### src/rtl/mc_ctrl_fsm.sv
// Multi-cycle control sequencer: IF/ID/EX/MEM/WB phase control, PC/IR writes, data-memory handshake.
// Stalls in IF on imem_ready_i and in MEM on dmem_ready_i; multiply pacing is built only with MC_CTRL_MUL_EN.
module mc_ctrl_fsm #(
    parameter int unsigned MUL_CYCLES = 8
) (
    input  logic       clk_i,
    input  logic       rst_i,
    input  logic [5:0] instr_op_i,
    input  logic [5:0] funct_i,
    input  logic       imem_ready_i,
    input  logic       dmem_ready_i,
    input  logic       branch_cond_i,
    output logic       imem_req_o,
    output logic       ir_write_o,
    output logic       pc_write_o,
    output logic [1:0] pc_src_o,
    output logic [3:0] alu_op_o,
    output logic [1:0] alu_src_o,
    output logic       reg_dst_o,
    output logic       mem_to_reg_o,
    output logic       reg_write_o,
    output logic       mem_read_o,
    output logic       mem_write_o,
    output logic [1:0] branch_type_o,
    output logic       mul_busy_o,
    output logic       illegal_o,
    output logic [3:0] state_o
);

    localparam logic [5:0] OP_R    = 6'b000000;
    localparam logic [5:0] OP_ADDI = 6'b001000;
    localparam logic [5:0] OP_ORI  = 6'b001101;
    localparam logic [5:0] OP_LUI  = 6'b001111;
    localparam logic [5:0] OP_LW   = 6'b100011;
    localparam logic [5:0] OP_SW   = 6'b101011;
    localparam logic [5:0] OP_BEQ  = 6'b000100;
    localparam logic [5:0] OP_BGEZ = 6'b000001;
    localparam logic [5:0] OP_BNEZ = 6'b000101;
    localparam logic [5:0] OP_BGT  = 6'b000111;
    localparam logic [5:0] OP_J    = 6'b000010;
    localparam logic [4:0] MUL_LOAD = 5'(MUL_CYCLES - 1);

    typedef enum logic [3:0] {
        S_IDLE = 4'd0,
        S_IF   = 4'd1,
        S_ID   = 4'd2,
        S_EX   = 4'd3,
        S_MUL  = 4'd4,
        S_MEM  = 4'd5,
        S_WB   = 4'd6,
        S_BR   = 4'd7,
        S_JMP  = 4'd8
    } state_e;

    state_e     state_q, state_d;
    logic [5:0] op_q;

    logic op_is_r, op_is_lw, op_is_sw, op_is_ex, op_is_br, op_is_j, op_is_mul;

    assign op_is_r  = (op_q == OP_R);
    assign op_is_lw = (op_q == OP_LW);
    assign op_is_sw = (op_q == OP_SW);
    assign op_is_ex = op_is_r || op_is_lw || op_is_sw ||
                      (op_q == OP_ADDI) || (op_q == OP_ORI) || (op_q == OP_LUI);
    assign op_is_br = (op_q == OP_BEQ) || (op_q == OP_BGEZ) ||
                      (op_q == OP_BNEZ) || (op_q == OP_BGT);
    assign op_is_j  = (op_q == OP_J);

`ifdef MC_CTRL_MUL_EN
    logic [5:0] funct_q;
    logic [4:0] mul_cnt_q;
    assign op_is_mul = op_is_r && (funct_q == 6'b011000);
`else
    logic unused_cfg;
    assign unused_cfg = ^{funct_i, MUL_LOAD};
    assign op_is_mul  = 1'b0;
`endif

    always_comb begin
        state_d = state_q;
        case (state_q)
            S_IDLE: state_d = S_IF;
            S_IF:   if (imem_ready_i) state_d = S_ID;
            S_ID: begin
                if (op_is_mul)     state_d = S_MUL;
                else if (op_is_ex) state_d = S_EX;
                else if (op_is_br) state_d = S_BR;
                else if (op_is_j)  state_d = S_JMP;
                else               state_d = S_IF;
            end
            S_EX:   state_d = (op_is_lw || op_is_sw) ? S_MEM : S_WB;
`ifdef MC_CTRL_MUL_EN
            S_MUL:  if (mul_cnt_q == 5'd0) state_d = S_WB;
`endif
            S_MEM:  if (dmem_ready_i) state_d = op_is_lw ? S_WB : S_IF;
            S_WB, S_BR, S_JMP: state_d = S_IF;
            default: state_d = S_IDLE;
        endcase
    end

    always_ff @(posedge clk_i or negedge rst_i) begin
        if (!rst_i) begin
            state_q   <= S_IDLE;
            op_q      <= '0;
`ifdef MC_CTRL_MUL_EN
            funct_q   <= '0;
            mul_cnt_q <= '0;
`endif
        end else begin
            state_q <= state_d;
            if (state_q == S_IF && imem_ready_i) begin
                op_q    <= instr_op_i;
`ifdef MC_CTRL_MUL_EN
                funct_q <= funct_i;
`endif
            end
`ifdef MC_CTRL_MUL_EN
            if (state_q == S_ID)
                mul_cnt_q <= MUL_LOAD;
            else if (state_q == S_MUL && mul_cnt_q != 5'd0)
                mul_cnt_q <= mul_cnt_q - 5'd1;
`endif
        end
    end

    // Decoded from state and latched opcode; the IF write pulses and the BR PC write
    // are qualified by their handshake/condition inputs in the same cycle.
    always_comb begin
        imem_req_o    = 1'b0;
        ir_write_o    = 1'b0;
        pc_write_o    = 1'b0;
        pc_src_o      = 2'b00;
        alu_op_o      = 4'b0000;
        alu_src_o     = 2'b00;
        reg_dst_o     = 1'b0;
        mem_to_reg_o  = 1'b0;
        reg_write_o   = 1'b0;
        mem_read_o    = 1'b0;
        mem_write_o   = 1'b0;
        branch_type_o = 2'b00;
        mul_busy_o    = 1'b0;
        illegal_o     = 1'b0;

        if (state_q == S_ID || state_q == S_EX || state_q == S_MUL ||
            state_q == S_MEM || state_q == S_WB) begin
            case (op_q)
                OP_R:         begin alu_op_o = 4'b0010; alu_src_o = 2'b00; end
                OP_ADDI:      begin alu_op_o = 4'b0100; alu_src_o = 2'b01; end
                OP_ORI:       begin alu_op_o = 4'b0101; alu_src_o = 2'b10; end
                OP_LUI:       begin alu_op_o = 4'b1000; alu_src_o = 2'b10; end
                OP_LW, OP_SW: begin alu_op_o = 4'b0000; alu_src_o = 2'b01; end
                OP_BEQ:       begin alu_op_o = 4'b0001; alu_src_o = 2'b00; end
                OP_BGEZ:      begin alu_op_o = 4'b1001; alu_src_o = 2'b00; end
                OP_BNEZ:      begin alu_op_o = 4'b1010; alu_src_o = 2'b00; end
                OP_BGT:       begin alu_op_o = 4'b1011; alu_src_o = 2'b00; end
                default:      begin alu_op_o = 4'b0000; alu_src_o = 2'b00; end
            endcase
        end

        case (state_q)
            S_IF: begin
                imem_req_o = 1'b1;
                ir_write_o = imem_ready_i;
                pc_write_o = imem_ready_i;
            end
            S_ID:  illegal_o = !(op_is_ex || op_is_br || op_is_j);
            S_MUL: mul_busy_o = 1'b1;
            S_MEM: begin
                mem_read_o  = op_is_lw;
                mem_write_o = op_is_sw;
            end
            S_WB: begin
                reg_write_o  = 1'b1;
                reg_dst_o    = op_is_r;
                mem_to_reg_o = op_is_lw;
            end
            S_BR: begin
                case (op_q)
                    OP_BGEZ: branch_type_o = 2'd1;
                    OP_BNEZ: branch_type_o = 2'd2;
                    OP_BGT:  branch_type_o = 2'd3;
                    default: branch_type_o = 2'd0;
                endcase
                pc_write_o = branch_cond_i;
                pc_src_o   = branch_cond_i ? 2'b01 : 2'b00;
            end
            S_JMP: begin
                pc_write_o = 1'b1;
                pc_src_o   = 2'b10;
            end
            default: ;
        endcase
    end

    assign state_o = state_q;

endmodule

### config.mk
export PLATFORM = sky130hd
export DESIGN_NAME = mc_ctrl_fsm
export DESIGN_NICKNAME = d
export VERILOG_FILES = /design/src/rtl/mc_ctrl_fsm.sv
export SDC_FILE = /design/constraint.sdc
export NUM_CORES = 1
export LEC_CHECK = 0
export BUFFER_PORTS_ARGS = -buffer_cell sky130_fd_sc_hd__buf_2
export CAP_MARGIN = 20
export CORE_MARGIN = 4
export CORE_UTILIZATION = 23
export CTS_BUF_LIST = sky130_fd_sc_hd__clkbuf_2 sky130_fd_sc_hd__clkbuf_4 sky130_fd_sc_hd__clkbuf_8
export CTS_CLUSTER_DIAMETER = 150
export CTS_CLUSTER_SIZE = 28
export DETAILED_ROUTE_END_ITERATION = 6
export GPL_ROUTABILITY_DRIVEN = 0
export SETUP_SLACK_MARGIN = 0.02
export SYNTH_ARGS = -nofsm -noshare
export SYNTH_HDL_FRONTEND = slang
export SYNTH_SLANG_ARGS = --single-unit
### constraint.sdc
create_clock -name clk_i -period 1.85 [get_ports clk_i]
set_input_delay 0.185 -clock clk_i [delete_from_list [all_inputs] [get_ports clk_i]]
set_output_delay 0.185 -clock clk_i [all_outputs]
set_load 0.005 [all_outputs]
* Word level (Yosys, flattened, before mapping)
Cells that the tools add are included.
** Storage, ports and cells
- Logic and storage cells :: 71
- Output and inout port bits :: 24
- Flip-flop bits (word level) :: 10
- Input bits :: 17
** Cells by class
- Muxes and demuxes :: 26
- Equal/unequal tests :: 20
- Reductions and logical operators :: 23
** Operators with widths (count)
- $pmux 4 s8 :: 1
- $mux 4 :: 6
- $pmux 4 s5 :: 1
- $eq 6x3->1 const B :: 3
- $eq 6x4->1 const B :: 3
- $eq 4x3->1 const B :: 4
- $logic_or 1x1->1 :: 15
- $eq 6x6->1 const B :: 2
- $mux 1 :: 10
- $eq 4x2->1 const B :: 2
- $pmux 2 s2 :: 2
- $eq 6x1->1 const B :: 1
- $eq 6x2->1 const B :: 1
- $logic_not 6->1 :: 1
- $mux 2 :: 3
- $pmux 2 s3 :: 1
- $eq 4x1->1 const B :: 1
- $eq 4x4->1 const B :: 1
- $logic_not 4->1 :: 1
- $ne 2x2->1 const B :: 2
- $reduce_or 4->1 :: 1
- $mux 3 :: 1
- $pmux 1 s3 :: 1
- $reduce_or 3->1 :: 1
- other kinds (4) :: 4

* Longest topological paths before layout
Gate-level depths: netlist (run 1).
- Depth after elaboration :: 10
- Mapped depth :: 5
- Depth with buffers taken out :: 4

* Worst setup path after synthesis (run 1)
No wires, ideal clock.
- Kind :: reg2out
- Start point :: register state_q[2] (netlist: state_o[2])
- End point :: output alu_op_o[2]
- Buffers on the path :: 1
- Data required time :: 1.665 ns
- Stages on the path, launching flop included :: 6
- Arrival :: 1.346 ns
- Path slack :: 0.319 ns
- Cell sequence :: dfrtp_1 buf_2 nand3_1 o211ai_1 or3_1 a211oi_1
** On the way
- Cells in the longest elaborated chain, start to end :: 6
- Elaborated cells between the ends (all ways) :: 10
- Those cells by class :: eq/ne (5); mux (1); reduce/logical (4)
** Ends and longest elaborated chain
- from (decl) :: RTL line 55 : state_e state_q, state_d;
- from (signal assigned) :: RTL line 110 : state_q <= state_d;
- $eq 4x2->1 :: RTL line 144 : if (state_q == S_ID || state_q == S_EX || state_q == S_MUL ||
- $logic_or 1x1->1 (3 in a row) :: RTL line 144
- $logic_or 1x1->1 * :: RTL line 145 : state_q == S_MEM || state_q == S_WB) begin
- $mux 4 * :: RTL line 144
- to (decl) :: RTL line 17 : output logic [3:0] alu_op_o,
Every way passes the cells marked *; elsewhere a longest branch is shown, timed or not.

* Worst setup path after layout (run 1)
- Start point :: register op_q[0]
- End point :: register state_q[1] (netlist: state_o[1])
** On the way
- Cells in the longest elaborated chain, start to end :: 8
- Elaborated cells between the ends (all ways) :: 25
- Those cells by class :: eq/ne (9); mux (6); reduce/logical (10)
** Ends and longest elaborated chain
- from (decl) :: RTL line 56 : logic [5:0] op_q;
- from (signal assigned) :: RTL line 112 : op_q <= instr_op_i;
- $eq 6x6->1 / $logic_not 6->1 (equally long branches) :: RTL line 61, 60
- $logic_or 1x1->1 (3 in a row) :: RTL line 63 : assign op_is_ex = op_is_r || op_is_lw || op_is_sw ||
- $logic_or 1x1->1 (2 in a row) :: RTL line 64 : (op_q == OP_ADDI) || (op_q == OP_ORI) || (op_q == OP_LUI);
- $mux 4 :: RTL line 86 : else if (op_is_ex) state_d = S_EX;
- $pmux 4 s5 * :: RTL line 81 : case (state_q)
Every way passes the cells marked *; elsewhere a longest branch is shown, timed or not. The select of a mux whose other input is x is not followed.
A chain may end at the register's enable or synchronous reset.

==> run summary, run 1 <==
Measured along the y axis, the die boundary spans 68.8 um. The overall die area is 4730 um2. The clock sink count came out at 10. The number of nets in the finished design came out at 182.

The headroom to the max-slew limit is 75.2%. The number of buffers inserted during clock tree synthesis is 3. The sum of negative setup slack came out at 0 ns. The hold violation count in the final report is 0. Of all flip-flops after synthesis, the portion carrying an async set or reset was 100%.

The fmax is 0.547 GHz. The total placed instance area came out at 1110 um2. For this run, design rule violations remaining after detail routing come to 0.

Among all flip-flop cells after synthesis, the most frequent one is sky130_fd_sc_hd__dfrtp_1. Synthesis produced a netlist with a net count of 126. With fillers left out, the area of the finished cells amounts to 1390 um2. Counting cells, the worst reg-to-reg path comes to 6. The data required time at the worst endpoint came out at 2.00 ns. The slowest cell on the critical path is sky130_fd_sc_hd__or4_4. The number of primary I/O pins is 41. The count of warnings emitted by yosys is 0. The top cell type by area accounts for 29.5% of the synthesized area. By area the synthesized netlist is led by sky130_fd_sc_hd__dfrtp_1, sky130_fd_sc_hd__mux2_2, sky130_fd_sc_hd__nor2_1, sky130_fd_sc_hd__nand3_1, sky130_fd_sc_hd__nor3_1. The critical path goes through buf_6, nand3_4, or4_4, buf_4, a221o_1, a21oi_2. Of the available clock period, the critical path in the final layout requires 98.7%. The nature of the critical path startpoint is a flop. The pin count of the biggest net entering global routing came out at 12. The worst setup path is of the reg -> reg kind. The worst-case clock buffer depth came out at 2. The detailed router's first-iteration violation count came out at 46. The clock-pin transition on the worst setup and hold timing paths came out at 0.05 ns. The growth of design area from synthesis to finish came out at 63.9%.

Once placement completed, the tool counted placed cells totaling 189. The actual transition at the worst max-transition pin is 0.367 ns. The wire length of the first global-routing pass came out at 3.80 mm. The average instance area after synthesis is 7.79 um2. The final routed wirelength across all metal layers is 2.73 mm. For this configuration, the core starts out at a cell density of 24.7%.

In this run the cell area of the synthesized design comes to 850 um2. The clock period could shrink to 1.83 ns. The power per unit of standard cell area is 1580 nW/um2. The number of core rows is 21.

The leakage power is 0.642 nW. The number of diodes is 0. The post-route antenna net violation count is 0. In this run the worst path has a maximum fanout of 5. The number of pins exceeding their max-slew limit in the final report came out at 0.

At the later pin of the worst-skew pair, clock insertion delay measures 0.23 ns. The via count came out at 1,022. The max capacitance violation total is 0. The minimum setup slack after placement is 0.128 ns. The number of global-route vias before repair came out at 854.

The portion of total power attributed to the clock network is 11.8%. The hold path depth came out at 2. After the flow finishes, the layout carries non-filler instances totaling 210. The switching share of power is 42.8%.

The largest area contributor in the netlist is sky130_fd_sc_hd__dfrtp_1. The number of inserted filler cells in the final layout came out at 353. The number of flops mapped to enable cells by yosys came out at 0.

The setup slack of the critical path after layout is 0.0232 ns. The average wire per standard cell came out at 13.0 um. The clock tree from TritonCTS is done. The initial antenna violation count is 0. The clock tree root buffer cell is sky130_fd_sc_hd__clkbuf_8.

Setup repair after global routing could not meet its margin everywhere. In this run, flip-flops and latches consume 22.0% of the power. The setup violation total in the final timing report came out at 0. Yosys mapped the design onto 40 distinct sky130hd cell types. The core area came out at 3440 um2. The share of the core filled with cells came out at 40.5%. The synthesized netlist cell count came out at 109. The x dimension of the die is 68.8 um. In this run the worst hold path is classified as in -> reg. VDD sags by at most 0.763 mV. Dividing the detail-routed via count by the number of cells gives 4.87. CTS built an H-tree with a depth of 1. On the final layout, the worst clock skew is 0.00347 ns. The number of buffers inserted by port buffering came out at 34. STA classifies the critical path endpoint as a flop.

The HPWL reported at the end of detailed placement is 1.99 mm. The highest cell delay on the worst timing path came out at 0.57 ns. For this design the total switching power over the nets is 0.000942 W. Cells with a size suffix above 1 make up 57.9% of the layout. The global-route usage over all layers came out at 10.4%. In this run, synthesis produced a sequential element count of 10. The sum of overflow across all layers after global routing is 0.

The portion of the post-synthesis area used by sequential elements is 29.5%. The data arrival at the endpoint of the critical path is 1.98 ns. The flow ran to the end, and the final reports show no timing, DRC or antenna violations. The length of the first detailed-routing pass in iterations is 4. The internal power component is 0.00126 W.

The portion of total power attributed to combinational logic came out at 66.3%.
[cells by family after synthesis]
kind of cell | count (synthesis) | share of synthesized area [%]
AND/OR/NAND/NOR | 53 | 33.7
flip-flops | 10 | 29.5
XOR/XNOR | 1 | 1.03
buffers and inverters | 13 | 6.33
AO/OA/AOI/OAI | 26 | 21.5
multiplexers | 6 | 7.95
[area by class of cell]
| cell class | instances | area, um2 | share of cell area (%) |
|---|---|---|---|
| Sequential cell | 10 | 258 | 18.5 |
| Tap cell | 46 | 57.6 | 4.13 |
| Clock buffer | 4 | 55.1 | 3.95 |
| Timing Repair Buffer | 60 | 384 | 27.6 |
| Inverter | 4 | 15.0 | 1.08 |
| Multi-Input combinational cell | 86 | 623 | 44.7 |
[metal layers]
layer / GRT usage, % / share of wire [%]
met1: 13.3 / 45
met2: 16.9 / 48
met3: 2.27 / 5.7
met4: 3.89 / 1.5
met5: 0 / 0
[cell usage in the layout, fill, tap and decap left out, types with 2 or more instances in the layout]
cell type / count
sky130_fd_sc_hd__a21oi_1: 3
sky130_fd_sc_hd__nand2_1: 5
sky130_fd_sc_hd__nor2_1: 13
sky130_fd_sc_hd__nand2b_1: 4
sky130_fd_sc_hd__or4_4: 2
sky130_fd_sc_hd__a211o_1: 3
sky130_fd_sc_hd__nand3_1: 5
sky130_fd_sc_hd__o2111ai_1: 2
sky130_fd_sc_hd__buf_2: 34
sky130_fd_sc_hd__mux2_2: 6
sky130_fd_sc_hd__dfrtp_2: 6
sky130_fd_sc_hd__o22a_1: 2
sky130_fd_sc_hd__nand2_2: 2
sky130_fd_sc_hd__dfrtp_1: 4
sky130_fd_sc_hd__nor3_1: 4
sky130_fd_sc_hd__a21oi_2: 2
sky130_fd_sc_hd__a31oi_1: 2
sky130_fd_sc_hd__o31ai_1: 2
sky130_fd_sc_hd__o21ai_0: 4
sky130_fd_sc_hd__clkbuf_8: 4
sky130_fd_sc_hd__inv_2: 2
sky130_fd_sc_hd__inv_1: 2
sky130_fd_sc_hd__nor3_2: 2
sky130_fd_sc_hd__buf_4: 23
[power groups by stage]
stage | registers (W) | clock network, W | logic, W
after floorplan | 0.000403 | 0 | 0.000802
after global placement | 0.000496 | 0 | 0.00104
after detailed placement | 0.000502 | 0 | 0.00106
after CTS | 0.000476 | 0.000267 | 0.00118
after global routing | 0.000502 | 0.000281 | 0.00158
final | 0.000484 | 0.000259 | 0.00146
[flip-flops by register name, summed over array words and instances (netlist names)]
signal   flops
op_q         6
state_o      4
[Yosys cell counts, types with 2 or more instances]
cell type                   instances
sky130_fd_sc_hd__a211o_1            3
sky130_fd_sc_hd__a21oi_1            5
sky130_fd_sc_hd__a31oi_1            2
sky130_fd_sc_hd__clkbuf_1           7
sky130_fd_sc_hd__dfrtp_1           10
sky130_fd_sc_hd__inv_1              3
sky130_fd_sc_hd__mux2_2             6
sky130_fd_sc_hd__nand2_1            7
sky130_fd_sc_hd__nand2b_1           4
sky130_fd_sc_hd__nand3_1            6
sky130_fd_sc_hd__nor2_1            14
sky130_fd_sc_hd__nor2b_1            2
sky130_fd_sc_hd__nor3_1             6
sky130_fd_sc_hd__nor3b_1            2
sky130_fd_sc_hd__o2111ai_1          2
sky130_fd_sc_hd__o21ai_0            4
sky130_fd_sc_hd__o22a_1             2
sky130_fd_sc_hd__o31ai_1            2
[path summary, 6_finish.rpt]
check                         startpoint          to  slack, ns
min in group asynchronous          rst_i     op_q[4]       0.34
hold reg to reg               state_o[3]  state_o[2]       0.57
max in group asynchronous          rst_i  state_o[3]       1.30
setup reg to reg                 op_q[0]  state_o[1]       0.02
setup / recovery                 op_q[0]  state_o[1]       0.02
hold / removal             instr_op_i[3]     op_q[3]       0.19
[worst max-delay path: cells and delay by family, from the launching register on]
family / cells / cell delay, ns
buffers and inverters: 2 / 0.28
and+or+nand+nor: 2 / 0.65
AOI/OAI and AO/OA: 2 / 0.43
DFF: 1 / 0.39
[timing repair]
item,in CTS,in global routing
endpoints found under the hold margin,10,0
endpoints found under the setup margin,6,9
resized for setup,9,16
setup buffers,3,13
pin swaps,1,6
hold buffers,1,0
[through the flow]
stage	hold WS, ns	power, W
6_report	0.186	0.00220
5_1_grt	0.176	0.00236
4_1_cts	0.182	0.00193
3_5_place_dp	0.0514	0.00156
3_3_place_gp	0.0499	0.00153
2_1_floorplan	-0.111	0.00120
No activity file was read; power rests on OpenSTA's default activity.
==> run 2, diff against run 1 <==
--- a/config.mk
+++ b/config.mk
@@ -5,6 +5,7 @@
 export SDC_FILE = /design/constraint.sdc
 export NUM_CORES = 1
 export LEC_CHECK = 0
+export ABC_AREA = 1
 export BUFFER_PORTS_ARGS = -buffer_cell sky130_fd_sc_hd__buf_2
 export CAP_MARGIN = 20
 export CORE_MARGIN = 4
==> run summary, run 2 <==
The critical path is of the reg -> out type. The leakage power is 0.701 nW (+9.1%). The number of buffers inserted during clock tree synthesis is 3 (unchanged). The hold violation count in the final report is 0 (unchanged). The top cell types in the final layout, fill and taps aside, are sky130_fd_sc_hd__buf_2, sky130_fd_sc_hd__nand2_1, sky130_fd_sc_hd__inv_1. The count of warnings emitted by yosys was 0 (unchanged). The initial cell density of the core is 24.4% (-0.25 points). The fmax is 0.589 GHz (+7.6%). The cell that appears most often on the critical path is sky130_fd_sc_hd__nor2_1.

The peak supply drop is 0.430 mV (-44%). The HPWL reported at the end of detailed placement came out at 1.90 mm (-4.5%). The number of flip-flops in the largest register is 6 (unchanged). The net count of the mapped netlist came out at 156 (+24%). The initial antenna violation count came out at 0 (unchanged).

The global-route usage over all layers is 10.7% (+0.36 points). In the post-synthesis netlist, the cell with the most instances is sky130_fd_sc_hd__nand2_1. The sort of element at the end of the critical path is a primary output. In the post-synthesis netlist, the biggest area contributors are sky130_fd_sc_hd__dfrtp_1, sky130_fd_sc_hd__nand2_1, sky130_fd_sc_hd__inv_1, sky130_fd_sc_hd__nor2_1, sky130_fd_sc_hd__nand3_1. The max capacitance violation total came out at 0 (unchanged). The portion of the post-synthesis area used by sequential elements is 29.8% (+0.31 points). The number of inserted filler cells in the final layout is 403 (+14%).

Leaving out fill and tap cells, the most frequent cell in the layout is sky130_fd_sc_hd__buf_2. The number of primary I/O pins came out at 41 (unchanged). The number of core rows is 21 (unchanged). The setup clock skew after layout came out at 0.000310 ns (-0.00316 ns).

The average wire per standard cell is 10.5 um (-20%). The area share of the leading cell type in the synthesized netlist came out at 29.8% (+0.31 points). The count of unique library cells instantiated by Yosys came out at 20 (-50%). The nature of the critical path startpoint is a flop. The wire length of the first global-routing pass came out at 3.68 mm (-3.1%). The clock sink count was 10 (unchanged). The post-detailed-route via-to-cell ratio came out at 4.22 (-13%).

The primary flip-flop cell chosen by synthesis mapping is sky130_fd_sc_hd__dfrtp_1. The smallest hold slack was 0.146 ns (-0.0403 ns). The pin count of the biggest net entering global routing came out at 13 (+1). The average instance area after synthesis came out at 6.05 um2 (-22%). The detailed router's first-iteration violation count is 70 (+52%). The setup slack of the critical path after layout came out at 0.153 ns (+0.130 ns). The synthesized netlist cell count came out at 139 (+28%). TritonCTS built the clock tree. The share of layout cells above drive strength 1 came out at 34.8% (-23 points). The worst-case clock buffer depth is 2 (unchanged). The setup violation total in the final timing report is 0 (unchanged).

In the synthesized netlist, the cells that appear most often are sky130_fd_sc_hd__nand2_1, sky130_fd_sc_hd__inv_1, sky130_fd_sc_hd__nor2_1. The fraction of the cycle the final worst path needs is 91.7% (-7.0 points). The flow ran to the end, and the final reports show no timing, DRC or antenna violations. The sum of negative setup slack is 0 ns (unchanged). The highest cell delay on the worst timing path came out at 0.42 ns (-0.15 ns). The DRC violations left came out at 0 (unchanged). The minimum setup slack after placement is 0.361 ns (+0.233 ns).

The via count is 946 (-7.4%). The share of synthesized registers carrying an async set or reset is 100% (unchanged). The number of diodes is 0 (unchanged).

The number of buffers inserted by port buffering is 34 (unchanged). The x dimension of the die is 68.5 um (-0.46%). The number of global-route vias before repair is 828 (-3.0%). The number of pins exceeding their max-slew limit in the final report is 0 (unchanged). The headroom to the max-slew limit is 79.8% (+4.5 points). The register bit count reported by yosys came to 10 (unchanged). The number of nets in the finished design is 197 (+8.2%).

Counting flops per register, the top entry is op_q. The count of placed standard cells in the final layout, fillers left out came to 224 (+6.7%). The actual transition at the worst max-transition pin is 0.304 ns (-0.0631 ns).

The final routed wirelength across all metal layers is 2.35 mm (-14%). Setup repair after global routing left no endpoint under its margin. The clock tree root buffer cell is sky130_fd_sc_hd__clkbuf_8. The post-layout minimum cycle time came out at 1.70 ns (-0.130 ns).

The slowest stage of the critical path is the sky130_fd_sc_hd__dfrtp_1 cell. The path class of the tightest hold or removal check is in -> reg. The core area came out at 3440 um2 (unchanged). The number of cells in the design after placement came out at 219 (+16%). The area of the mapped netlist is 841 um2 (-1.0%). The data arrival at the endpoint of the critical path is 1.51 ns (-0.47 ns).

The growth of design area from synthesis to finish came out at 37.2%. The length of the first detailed-routing pass in iterations came to 4 (unchanged). The post-route antenna net violation count is 0 (unchanged). Walking the worst path, the cells encountered are inv_1, nor2_1, nand3_1, nand2_1, nor2_4, nand4_1, nor2_1, buf_2.

The largest area contributor in the netlist is sky130_fd_sc_hd__dfrtp_1. The clock network latency to the later pin of the worst-skew pair came to 0.23 ns (about the same). The sum of overflow across all layers after global routing is 0 (unchanged). The power consumption came out at 0.00163 W (-26%). The clock-pin transition on the worst setup and hold timing paths came to 0.04 ns (about the same).

The overall die area is 4690 um2 (-0.91%). The power per unit of standard cell area came out at 1410 nW/um2 (-11%). The top fanout value on the critical path came out at 5 (unchanged). The data required time at the worst endpoint came out at 1.66 ns (-0.34 ns). The number of H-tree branching levels is 1 (unchanged). The number of flops mapped to enable cells by yosys is 0 (unchanged). The die height came out at 68.5 um (-0.46%).
-- run 2: changes by cell type after synthesis, sizes merged, moves of 3 or more --
| cell | before | now |
|---|---|---|
| clkbuf | 7 | 0 |
| inv | 4 | 32 |
| nand2b | 4 | 0 |
| nand2 | 7 | 34 |
| a21oi | 5 | 2 |
| mux2 | 6 | 0 |
| o21ai | 4 | 12 |
| nor2 | 14 | 26 |
| nand4 | 1 | 4 |
| a211o | 3 | 0 |
-- run 2: path summary, 6_finish.rpt --
check,endpoint,from,cells past startpoint,slack (ns)
max,illegal_o,op_q[0],8,0.15
min,op_q[5],instr_op_i[5],3,0.15
max reg2reg,state_o[3],state_o[3],9,0.46
min reg2reg,op_q[5],op_q[5],2,0.61
max in group asynchronous,state_o[1],rst_i,2,1.28
min in group asynchronous,op_q[0],rst_i,2,0.35
-- run 2: report_power, final --
group	leakage [nW]	total, W	internal [W]	switching [W]
combinational	0.555	0.000935	0.000363	0.000571
clock	0.0216	0.000219	0.000142	0.0000775
sequential	0.124	0.000475	0.000317	0.000158
-- run 2: kinds of logic (layout without fill, tap and decap cells) --
logic type             after synthesis  after routing  share of synthesized area (%)
DFF                                 10             10                           29.8
and+or+nand+nor                     81             81                           45.1
buffers and inverters               33             72                           15.6
AOI/OAI and AO/OA                   15             15                           9.52
-- run 2: metrics by stage --
| stage | area (um2) | utilization (%) |
|---|---|---|
| floorplan | 841 | - |
| finish | 1150 | 33.5 |
| global placement | 1060 | 30.9 |
| CTS | 1120 | 32.4 |
| global route | 1150 | 33.5 |
| detailed placement | 1060 | 30.9 |
-- run 2: final cells by class --
cell class              count  area, um2  share of cell area, %
repair buffers             37        195                   16.9
clock buffers               3       41.3                   3.58
inverters                  32        120                   10.4
flip-flops and latches     10        251                   21.8
multi-input cells          96        488                   42.3
well taps                  46       57.6                   4.99
-- run 2: per-layer routing --
metal / part of all wire (%) / vias to the layer above / global-route usage [%]
li1: - / 511 / -
met1: 52 / 403 / 15.7
met2: 38 / 30 / 14.1
met3: 8.8 / 2 / 3.12
met4: 0.81 / 0 / 5.21
met5: 0 / - / 0
-- run 2: timing repair --
item,CTS,global route
endpoints found under the setup margin,0,2
setup buffers,0,1
resized for setup,0,8
hold buffers,1,0
hold endpoints to repair,10,0
-- run 2: critical path: cells and delay by family, from the launching register on --
family,cells,cell delay [ns]
and+or+nand+nor,6,0.61
DFF,1,0.42
buffers and inverters,2,0.24
==> run 3, diff against run 2 <==
--- a/config.mk
+++ b/config.mk
@@ -9,12 +9,13 @@
 export BUFFER_PORTS_ARGS = -buffer_cell sky130_fd_sc_hd__buf_2
 export CAP_MARGIN = 20
 export CORE_MARGIN = 4
-export CORE_UTILIZATION = 23
+export CORE_UTILIZATION = 39
 export CTS_BUF_LIST = sky130_fd_sc_hd__clkbuf_2 sky130_fd_sc_hd__clkbuf_4 sky130_fd_sc_hd__clkbuf_8
 export CTS_CLUSTER_DIAMETER = 150
 export CTS_CLUSTER_SIZE = 28
 export DETAILED_ROUTE_END_ITERATION = 6
 export GPL_ROUTABILITY_DRIVEN = 0
+export PLACE_DENSITY = 0.7
 export SETUP_SLACK_MARGIN = 0.02
 export SYNTH_ARGS = -nofsm -noshare
 export SYNTH_HDL_FRONTEND = slang
==> run summary, run 3 (same netlist as run 2, synthesis figures left out) <==
The number of primary I/O pins is 41 (unchanged). The setup violation total in the final timing report came to 0 (unchanged). The fraction of the cycle the final worst path needs is 95.5% (+3.7 points).

The post-detailed-route via-to-cell ratio is 4.65 (+10%). The growth of design area from synthesis to finish is 32.4%. In this design, the critical path's most frequently occurring cell is sky130_fd_sc_hd__nor2_1. The wire length of the first global-routing pass came out at 3.33 mm (-9.6%). The data required time at the worst endpoint is 1.66 ns (about the same). The portion of total power attributed to the clock network was 12.5% (-1.0 points).

The run finished with clean final reports. The core area came out at 2000 um2 (-42%). The share of power burned in registers was 29.8% (+0.6 points). The leakage power came out at 0.696 nW (-0.66%).

The data arrival at the endpoint of the critical path came out at 1.58 ns (+0.07 ns). The share of the core filled with cells came out at 55.6% (+22 points). Setup repair after global routing could not meet its margin everywhere. The number of global-route vias before repair came to 783 (-5.4%).

The number of inserted filler cells in the final layout is 214 (-47%). The length of the first detailed-routing pass in iterations is 4 (unchanged). The detailed router's first-iteration violation count came out at 11 (-84%). The DRC violations left is 0 (unchanged).

The highest cell delay on the worst timing path was 0.43 ns (about the same). The slowest cell on the critical path is sky130_fd_sc_hd__dfrtp_1. The worst-case clock buffer depth came to 2 (unchanged). The die height came out at 54.4 um (-20%). The nature of the critical path startpoint is a flop.

The HPWL reported at the end of detailed placement is 1.74 mm (-8.6%). The final routed wirelength across all metal layers is 2.13 mm (-9.3%). The worst setup path is captured at a primary output. The clock sink count was 10 (unchanged).

The number of core rows came to 16 (-24%). The initial antenna violation count is 0 (unchanged). The number of diodes was 0 (unchanged).

The hold violation count in the final report is 0 (unchanged). The top fanout value on the critical path came out at 5 (unchanged). The sum of overflow across all layers after global routing is 0 (unchanged). Leaving out fill and tap cells, the most frequent cells in the layout are sky130_fd_sc_hd__buf_2, sky130_fd_sc_hd__nand2_1, sky130_fd_sc_hd__inv_1.

The clock-pin transition on the worst setup and hold timing paths came out at 0.07 ns (+0.03 ns). CTS placed an instance of sky130_fd_sc_hd__clkbuf_4 at the clock tree root. The fmax came out at 0.566 GHz (-3.9%). The initial cell density of the core was 42.0% (+18 points). The power per unit of standard cell area came out at 1410 nW/um2 (-0.16%). The post-route antenna net violation count is 0 (unchanged). The clock network latency to the later pin of the worst-skew pair is 0.27 ns (+0.04 ns). The number of buffers inserted during clock tree synthesis came out at 3 (unchanged). The internal power component was 0.000773 W (-5.9%).

The register with the most flip-flops in the final layout is op_q. The number of nets in the finished design is 196 (-0.51%). The max capacitance violation total came out at 0 (unchanged). The average wire per standard cell came to 10.4 um (-0.84%). The number of buffers inserted by port buffering was 34 (unchanged). The number of H-tree branching levels is 1 (unchanged). The post-layout minimum cycle time is 1.77 ns (+0.0690 ns).

The tightest min-delay check is of the in -> reg type. The final cell area excluding filler cells came out at 1110 um2 (-3.5%). Traced cell by cell, the critical path runs through nor2_1, nand3_1, nand2_1, nor2_4, nand4_1, nor2_1, buf_2. The switching power of the nets came out at 0.000797 W (-1.3%). The headroom to the max-slew limit came out at 78.2% (-1.6 points).

The share of layout cells above drive strength 1 is 33.7% (-1.1 points). The peak supply drop was 0.695 mV (+62%). The x dimension of the die was 54.4 um (-20%). TritonCTS built the clock tree.

The most common cell after layout, fill and taps aside is sky130_fd_sc_hd__buf_2. The pin count of the biggest net entering global routing came out at 13 (unchanged). The switching share of power came out at 50.7% (+1.2 points). The number of flip-flops in the largest register came out at 6 (unchanged). The number of pins exceeding their max-slew limit in the final report is 0 (unchanged). The overall die area came to 2960 um2 (-37%). The portion of total power attributed to combinational logic is 57.7% (+0.3 points). The actual transition at the worst max-transition pin was 0.327 ns (+0.0239 ns). The global-route usage over all layers is 15.6% (+4.9 points). The total placed instance area came out at 1030 um2 (-2.9%).

By startpoint and endpoint, the worst setup path is classified as reg -> out. The setup clock skew after layout is 0.00261 ns (+0.00230 ns). The via count was 953 (+0.74%).
run 3: changes by cell type in the layout (fill, tap and decap cells not counted):
cell and delta:
sky130_fd_sc_hd__buf_4 -1, sky130_fd_sc_hd__o21ai_2 +1, sky130_fd_sc_hd__clkbuf_8 -2, sky130_fd_sc_hd__clkbuf_4 +3
sky130_fd_sc_hd__o21ai_0 -1, sky130_fd_sc_hd__nor2_2 -3, sky130_fd_sc_hd__nor2_1 +3
run 3: area by class of cell:
type	count	area, um2	share of cell area, %
multi-input cells	96	484	43.5
flip-flops and latches	10	251	22.6
repair buffers	36	188	16.9
inverters	32	120	10.8
clock buffers	4	36.3	3.26
well taps	27	33.8	3.03
run 3: timing repair:
item,CTS,global route
setup buffers,0,1
endpoints found under the hold margin,10,0
gates cloned,0,0
hold buffers,1,0
gates resized for setup,1,6
setup endpoints to repair,5,6
run 3: metrics by stage:
step                hold WS, ns  instances  setup WS, ns  total power, W  setup TNS (ns)
detailed placement       0.0566        199         0.273         0.00132               0
floorplan                -0.111        139         0.543         0.00108               0
finish                    0.108        205        0.0839         0.00157               0
global placement         0.0528        199         0.330         0.00129               0
global route              0.132        205       -0.0130         0.00173         -0.0130
CTS                       0.102        204        0.0995         0.00153               0
run 3: power by group through the flow:
stage / registers, W / clock network, W / logic [W]
after floorplan: 0.000438 / 0 / 0.000643
after global placement: 0.000455 / 0 / 0.000836
after detailed placement: 0.000461 / 0 / 0.000858
after CTS: 0.000457 / 0.000203 / 0.000867
after global routing: 0.000487 / 0.000211 / 0.00103
final: 0.000467 / 0.000196 / 0.000906
run 3: routing by layer:
metal | wire (um) | vias to the layer above | global-route usage [%]
met5 | 0 | - | 0
met4 | 36 | 0 | 8.30
met3 | 160 | 5 | 2.45
met2 | 913 | 33 | 23.9
met1 | 1020 | 405 | 20.9
li1 | - | 510 | -
run 3: final timing paths:
path,slack [ns],to,from,depth (start not counted)
setup / recovery,0.08,illegal_o,op_q[3],7
hold / removal,0.11,op_q[5],instr_op_i[5],3
setup reg to reg,0.43,state_o[3],state_o[3],9
hold reg to reg,0.60,op_q[5],op_q[5],2
max in group asynchronous,1.34,op_q[0],rst_i,2
min in group asynchronous,0.30,op_q[0],rst_i,2
run 3: worst max-delay path, delay by kind of cell (launching register included):
kind,cells,cell delay (ns)
simple gates,6,0.76
flops,1,0.43
buf+inv,1,0.12
